[src/rtl/alu_rr_arbiter.sv]
`default_nettype none
// =============================================================================
// Module  : alu_rr_arbiter
// Brief   : Round-robin sharing of one external 4-bit ALU among NUM_REQ
//           requesters, with a valid/ready tagged response channel.
// Revision: 1.0 - initial release
// =============================================================================
module alu_rr_arbiter #(
  parameter int  NUM_REQ = 4,
  localparam int ID_W    = $clog2(NUM_REQ)
) (
  input  logic                   clk,
  input  logic                   rst_n,
  input  logic [NUM_REQ-1:0]     req,
  input  logic [4*NUM_REQ-1:0]   req_a,
  input  logic [4*NUM_REQ-1:0]   req_b,
  input  logic [2*NUM_REQ-1:0]   req_sel,
  output logic [NUM_REQ-1:0]     req_ack,
  output logic [3:0]             alu_a,
  output logic [3:0]             alu_b,
  output logic [1:0]             alu_sel,
  input  logic [3:0]             alu_result,
  input  logic                   alu_carry,
  input  logic                   alu_borrow,
  output logic                   rsp_valid,
  input  logic                   rsp_ready,
  output logic [3:0]             rsp_result,
  output logic                   rsp_carry,
  output logic                   rsp_borrow,
  output logic [ID_W-1:0]        rsp_id,
  output logic                   busy
);

  localparam int CW = ID_W + 1;

  typedef enum logic [1:0] {
    IDLE  = 2'd0,
    ISSUE = 2'd1,
    RESP  = 2'd2
  } state_t;

  state_t          state;
  state_t          state_nxt;
  logic [ID_W-1:0] last_grant;
  logic [ID_W-1:0] grant;
  logic [ID_W-1:0] pick;
  logic            found;
  logic [CW-1:0]   cand;

  // Scan from the requester after the last grant, wrapping modulo NUM_REQ.
  always_comb begin
    pick  = last_grant;
    found = 1'b0;
    cand  = '0;
    for (int k = 1; k <= NUM_REQ; k++) begin
      cand = {1'b0, last_grant} + CW'(k);
      if (cand >= CW'(NUM_REQ)) begin
        cand = cand - CW'(NUM_REQ);
      end
      if (!found && req[cand[ID_W-1:0]]) begin
        found = 1'b1;
        pick  = cand[ID_W-1:0];
      end
    end
  end

  always_comb begin
    state_nxt = state;
    case (state)
      IDLE:    if (found) state_nxt = ISSUE;
      ISSUE:   state_nxt = RESP;
      RESP:    if (rsp_ready) state_nxt = IDLE;
      default: state_nxt = IDLE;
    endcase
  end

  always_ff @(posedge clk or negedge rst_n) begin
    if (!rst_n) begin
      state <= IDLE;
    end else begin
      state <= state_nxt;
    end
  end

  always_ff @(posedge clk or negedge rst_n) begin
    if (!rst_n) begin
      last_grant <= ID_W'(NUM_REQ - 1);
      grant      <= '0;
      req_ack    <= '0;
      alu_a      <= '0;
      alu_b      <= '0;
      alu_sel    <= '0;
      rsp_valid  <= 1'b0;
      rsp_result <= '0;
      rsp_carry  <= 1'b0;
      rsp_borrow <= 1'b0;
      rsp_id     <= '0;
      busy       <= 1'b0;
    end else begin
      req_ack <= '0;
      case (state)
        IDLE: begin
          if (found) begin
            grant   <= pick;
            alu_a   <= req_a[int'(pick)*4 +: 4];
            alu_b   <= req_b[int'(pick)*4 +: 4];
            alu_sel <= req_sel[int'(pick)*2 +: 2];
            req_ack <= NUM_REQ'(1) << pick;
            busy    <= 1'b1;
          end
        end
        ISSUE: begin
          // Flags are only meaningful for the op that produces them.
          rsp_result <= alu_result;
          rsp_carry  <= (alu_sel == 2'b00) && alu_carry;
          rsp_borrow <= (alu_sel == 2'b01) && alu_borrow;
          rsp_id     <= grant;
          rsp_valid  <= 1'b1;
        end
        RESP: begin
          if (rsp_ready) begin
            rsp_valid  <= 1'b0;
            busy       <= 1'b0;
            last_grant <= grant;
          end
        end
        default: ;
      endcase
    end
  end

endmodule
`default_nettype wire

[config.mk]
export PLATFORM = sky130hd
export DESIGN_NAME = alu_rr_arbiter
export DESIGN_NICKNAME = d
export VERILOG_FILES = /design/src/rtl/alu_rr_arbiter.sv
export SDC_FILE = /design/constraint.sdc
export NUM_CORES = 1
export LEC_CHECK = 0
export ABC_AREA = 1
export CAP_MARGIN = 20
export CORE_UTILIZATION = 39
export CTS_CLUSTER_DIAMETER = 30
export DETAILED_ROUTE_END_ITERATION = 12
export PLACE_DENSITY = 0.77
export SETUP_SLACK_MARGIN = 0.4
export SYNTH_ARGS = -nofsm -noshare
export SYNTH_HDL_FRONTEND = slang
export SYNTH_SLANG_ARGS = --single-unit
[constraint.sdc]
create_clock -name clk -period 1.8 [get_ports clk]
set_input_delay 0.36 -clock clk [delete_from_list [all_inputs] [get_ports clk]]
set_output_delay 0.36 -clock clk [all_outputs]
set_load 0.02 [all_outputs]
# == After elaboration in Yosys (flattened, before gate mapping) ==
# Cells that the tools add are included.
# word_totals
ff_bits,30
in_bits,53
output_inout_bits,24
elab_cells,84
# op_classes
n_addsub,8
magnitude_cmp,8
n_eq_ne,5
shifts,4
mux,29
n_reduce_logical,17
# op_table
cell,n
$shiftx 16x5->4,2
$mux 2,10
$ge 3x3->1 const B,4
$lt 2x3->1 const B,4
$mux 1,10
$bmux 1 s2,4
$mux 4,2
$reduce_and 2->1,4
$shiftx 8x4->2,1
$sub 2x1->2 const B,4
$add 2x2->3 const B,2
$pmux 2 s3,1
$logic_and 1x1->1,5
$eq 2x1->1 const B,2
$logic_not 2->1,2
$ne 2x2->1 const B,2
$pmux 1 s2,2
$reduce_bool 2->1,2
$shl 1x2->4 const A,1
$add 2x1->3 const B,1
$add 2x3->3 const B,1
$logic_not 1->1,3
$reduce_and 3->1,1
$eq 2x2->1 const B,1

# == Longest topological paths before layout ==
# Gate-level depths: netlist (run 1).
# logic_depth
ltp_word,18
mapped_depth,15
mapped_depth_nobuf,13

# == Worst setup path before layout (run 1) ==
# No wires, ideal clock.
# synth_timing
kind,flip-flop to flip-flop
from,register last_grant[0]
to,register alu_a[1]
setup_ps,117
t_arrival_ps,1575
t_required_ps,1683
slack_ps,108
path_stages_with_launch,14
n_path_buf,2
period_less_slack_ps,1692
cell_sequence,dfstp_2 buf_6 inv_6 nand2_2 nand2_2 nand2_2 nand2_2 o21ai_1 nand3_1 nand2_2 buf_8 nand3_2 nand3_1 nand2_1
# synth_between
elab_chain_len,16
elab_cells_between_ends,40
classes_between,8 x add/sub; 4 x order compare; 1 x shift; 20 x mux; 7 x reduce/logical
# synth_rtl
item,line_no,rtl
from (decl),44,logic [ID_W-1:0] last_grant;
from (signal assigned),87,last_grant <= ID_W'(NUM_REQ - 1);
from (signal assigned),124,last_grant <= grant;
$add 2x1->3,56,"cand = {1'b0, last_grant} + CW'(k);"
$ge 3x3->1 / $sub 2x1->2 (equally long branches),"57, 58",
$mux 2,57,if (cand >= CW'(NUM_REQ)) begin
$bmux 1 s2,60,if (!found && req[cand[ID_W-1:0]]) begin
$mux 1 (not written as such),60,
$mux 1,60,
$logic_not 1->1,60,
$logic_and 1x1->1,60,
$mux 1,60,
$logic_not 1->1,60,
$logic_and 1x1->1,60,
$mux 1,60,
$logic_not 1->1,60,
$logic_and 1x1->1,60,
$mux 2 / $mux 1 (equally long branches),60,
$shiftx 16x5->4 / $reduce_and 2->1 (equally long branches),n/a,
to (signal assigned),105,alu_a <= req_a[int'(pick)*4 +: 4];
to (decl),19,"output logic [3:0] alu_a,"
# Several ways; a longest one is shown, not always the timed one. The select of a mux whose other input is x is not followed.
# A chain may end at the register's enable or synchronous reset.

# == Worst setup path in the final report (run 1) ==
# layout_timing
from,register last_grant[0]
to,register alu_sel[1]
# layout_between
elab_chain_len,16
elab_cells_between_ends,40
classes_between,8 x add/sub; 4 x order compare; 1 x shift; 20 x mux; 7 x reduce/logical
# layout_rtl
item,line_no,rtl
$add 2x1->3,56,
$ge 3x3->1 / $sub 2x1->2 (equally long branches),"57, 58",
$mux 2,57,
$bmux 1 s2,60,
$mux 1 (not written as such),60,
$mux 1,60,
$logic_not 1->1,60,
$logic_and 1x1->1,60,
$mux 1,60,
$logic_not 1->1,60,
$logic_and 1x1->1,60,
$mux 1,60,
$logic_not 1->1,60,
$logic_and 1x1->1,60,
$mux 2 / $mux 1 (equally long branches),60,
$shiftx 8x4->2 / $reduce_and 2->1 (equally long branches),n/a,
to (signal assigned),107,alu_sel <= req_sel[int'(pick)*2 +: 2];
to (decl),21,"output logic [1:0] alu_sel,"
# Several ways; a longest one is shown, not always the timed one. The select of a mux whose other input is x is not followed.

==> summary.md, run 1 <==
| Metric | Value |
|---|---|
| Status | finished, violations left |
| Failing checks | negative setup slack |
| CP required | 1.96 ns |
| Leakage power | 0.00149 uW |
| Die Y | around 70 um |
| Vias | 1974 |
| Via-to-Cell Ratio | 5.10 |
| Mux cell area share after synthesis | 0% |
| Synth Cell Area | 1820 um^2 |
| Yosys top cell by area | dfrtp_1 |
| Placed Cells | around 370 |
| Count leader, synth | nand2_1 |
| Ant. Diodes | 0 |
| Clock Path Buffers | 2 |
| Reg-to-Reg End | alu_sel[1] |
| Sequential share of the synthesized area | between 40% and 50% |
| Port Buffer Count | 76 |
| Worst IR Drop VDD | roughly 1100 uV |
| Area of the multi-input gates | 1110 um^2 |
| Hold Crit Start | rsp_result[0] |
| Clk_lat worst skew | 0.28 ns |
| Avg WL per Cell | 13.7 um |
| Vias in the first global route | between 1500 and 2000 |
| Row count | 24 |
| Final ANT Viol Nets | 0 |
| Top-area cell type share of the netlist area | around two fifths |
| Largest net degree at the start of global routing | 31 |
| Seq cells post-synth | 30 |
| Post-synth EDFFs | 0 |
| Top_reg_cell synth | dfrtp_1 |
| Setup violators final | 15 |
| Initial DRC Count | 106 |
| Gate Count Post-Synth | 238 |
| Syn avg cell area | 7.66 um^2 |
| Yosys Warn Count | 0 |
| CTS tree | built |
| Layout fillers | 347 |
| Fraction of registers with async set/reset | 100% |
| Synth cell types | 22 |
| Compound-Gate Fraction of Synth Area | 3.22% |
| Slew @ Worst Pin | 0.385 ns |
| Worst slew margin | 74.3% |
| Clock skew | between 0.005 and 0.006 ns |
| Place WS | -0.231 ns |
| Worst r2r src | last_grant[0] |
| Synth cell count leaders | nand2_1, nand3_1, dfrtp_1, nand2_2, nand3_2 |
| Max-slew violation count | 0 |
| Reg area | approximately 750 um^2 |
| Final hold vios | 0 |
| Final period utilization | 106% |
| Crit path to | alu_sel[1] |
| Reg clk slew, reported paths | 0.06 ns |
| Antenna violations before repair | 0 |
| Synth Area in Adders | 0% |
| Core area | 4410 um^2 |
| Final Routed Wirelength | around 5300 um |
| H-tree levels | 2 |
| Syn_nets | 291 |
| Max FO, Critical Path | 11 |
| Worst Hold Class | flip-flop to flip-flop |
| Setup crit start | last_grant[0] |
| GRT Util Overall | 22.1% |
| Clock Sink Count | 30 |
| Simple logic cell fraction of the synthesized area | 47.1% |
| Boundary Pins | 77 |
| Fraction of layout cells with a size suffix above 1 | 29.3% |
| TritonCTS Buffers | 5 |
| Grt ovf | 0 |
| Pre-antenna DRT Iters | 4 |
| Worst Setup End Kind | flip-flop |
| Initial core utilization | 41.3% |
| Total power | 6860 uW |
| Worst setup margin | -0.112 ns |
| DR DRC count | 0 |
| Die X | around 70 um |
| GP Congestion | roughly 0.84 |
| Hold Slack | 0.463 ns |
| Critical Path AT | about 2.1 ns |
| Area Growth Syn to Fin | 67.4% |
| Largest family of logic cells by synthesized area | simple AND/OR/NAND/NOR gates |
| Reg2reg path depth | 13 |
| Final nets | a little under 400 |
| Startpoint Class | flip-flop |
| RSZ-0062 raised after global routing | yes |
| Pwr Density | 2250 nW/um^2 |
| Period minus WS final | 1.91 ns |
| Max-Cap Viols | 0 |
| Critical path class | flip-flop to flip-flop |
| DP HPWL | 3560 um |
| First-pass GRT wire length | approximately 8700 um |
| Register-to-register setup slack | -0.11 ns |
| Post-Layout Cell Count | 387 |
| Synth Area in XOR/XNOR | 0% |
| Max Fclk | 523 MHz |
| Root Driver | clkbuf_8 |
| Die area | ~5000 um^2 |
| Synth top area cells | dfrtp_1, nand2_1, nand3_1, nand3_2, nand2_2 |
## cell usage in the layout (no fill, tap or decap), drive strengths merged, types with 2 or more instances in the layout
cell and instances:
buf 26, clkbuf 7, clkdlybuf4s50 52, dfrtp 28, dfstp 2, dlygate4sd2 23, inv 10, nand2 106
nand3 59, nor2 7, o21ai 10
## final cells by class
type,count,share of cell area (%)
repair buffers,102,32.0
inverters,10,1.64
clock buffers,7,2.83
multi-input cells,185,36.5
flip-flops and latches,30,24.7
well taps,52,2.13
clock inverters,1,0.164
## flip-flops by register name, summed over array words and instances, names as in the netlist
register and flops:
rsp_valid 1, rsp_result 4, alu_b 4, alu_sel 2, busy 1, rsp_id 2
rsp_borrow 1, grant 2, state 2, last_grant 2, alu_a 4, rsp_carry 1
req_ack 4
## metal layers
metal  vias up  global-route usage, %  wire length (um)
li1        968                      -                 -
met5         -                      0                 0
met3         4                   5.05               326
met2        76                   36.1              2600
met1       926                   29.6              2330
met4         0                   5.11                40
## where the power goes
part           internal [uW]  switching [uW]  total [uW]
clock network            308             246         554
registers               1010             204        1210
logic                   2150            2950        5090
total                   3460            3400        6860
## metrics by stage
stage          util (%)  TNS, ns  instance area, um^2
2_1_floorplan         -        0                 1840
3_3_place_gp       60.8    -1.93                 2680
3_5_place_dp       60.8    -2.49                 2680
4_1_cts            66.6   -0.580                 2940
5_1_grt            69.2    -2.92                 3050
6_report           69.2    -1.07                 3050
## worst min-delay path by stage
| stage | depth (start not counted) | slack (ns) | endpoint |
|---|---|---|---|
| global placement | 2 | 0.45 | rsp_result[0] |
| CTS | 2 | 0.47 | rsp_result[0] |
| floorplan | 0 | 0.06 | alu_a[0] |
| finish | 2 | 0.46 | rsp_result[0] |
| detailed placement | 2 | 0.46 | rsp_result[0] |
| global route | 2 | 0.51 | rsp_result[1] |
## worst max-delay path, cell delays in order (launching register included)
cell     delay, ns
dfstp_2       0.68
inv_8         0.07
nand2_2       0.10
nand2_4       0.07
nand2_4       0.07
nand2_4       0.07
inv_4         0.09
nand3_4       0.08
inv_2         0.08
nand2_1       0.08
nand2_4       0.15
nand3_1       0.11
nand3_2       0.09
nand2_1       0.06
## kinds of logic after synthesis
family	count (synthesis)
compound gates	11
flops	30
buf+inv	23
simple gates	174
## repair_timing
action                     in CTS  in global routing
hold buffers                    0                  0
cloned                          2                  0
gates resized for setup        54                 18
buffers inserted                5                  3
pin swaps                      11                  7
setup endpoints to repair      42                 19
Power figures use the tool's default switching activity.
==> inputs of run 2 (changes only) <==
--- a/config.mk
+++ b/config.mk
@@ -6,7 +6,6 @@
 export NUM_CORES = 1
 export LEC_CHECK = 0
 export ABC_AREA = 1
-export CAP_MARGIN = 20
 export CORE_UTILIZATION = 39
 export CTS_CLUSTER_DIAMETER = 30
 export DETAILED_ROUTE_END_ITERATION = 12
==> results of run 2 <==
No change in the layout: final DEF, timing and power equal those of run 1.
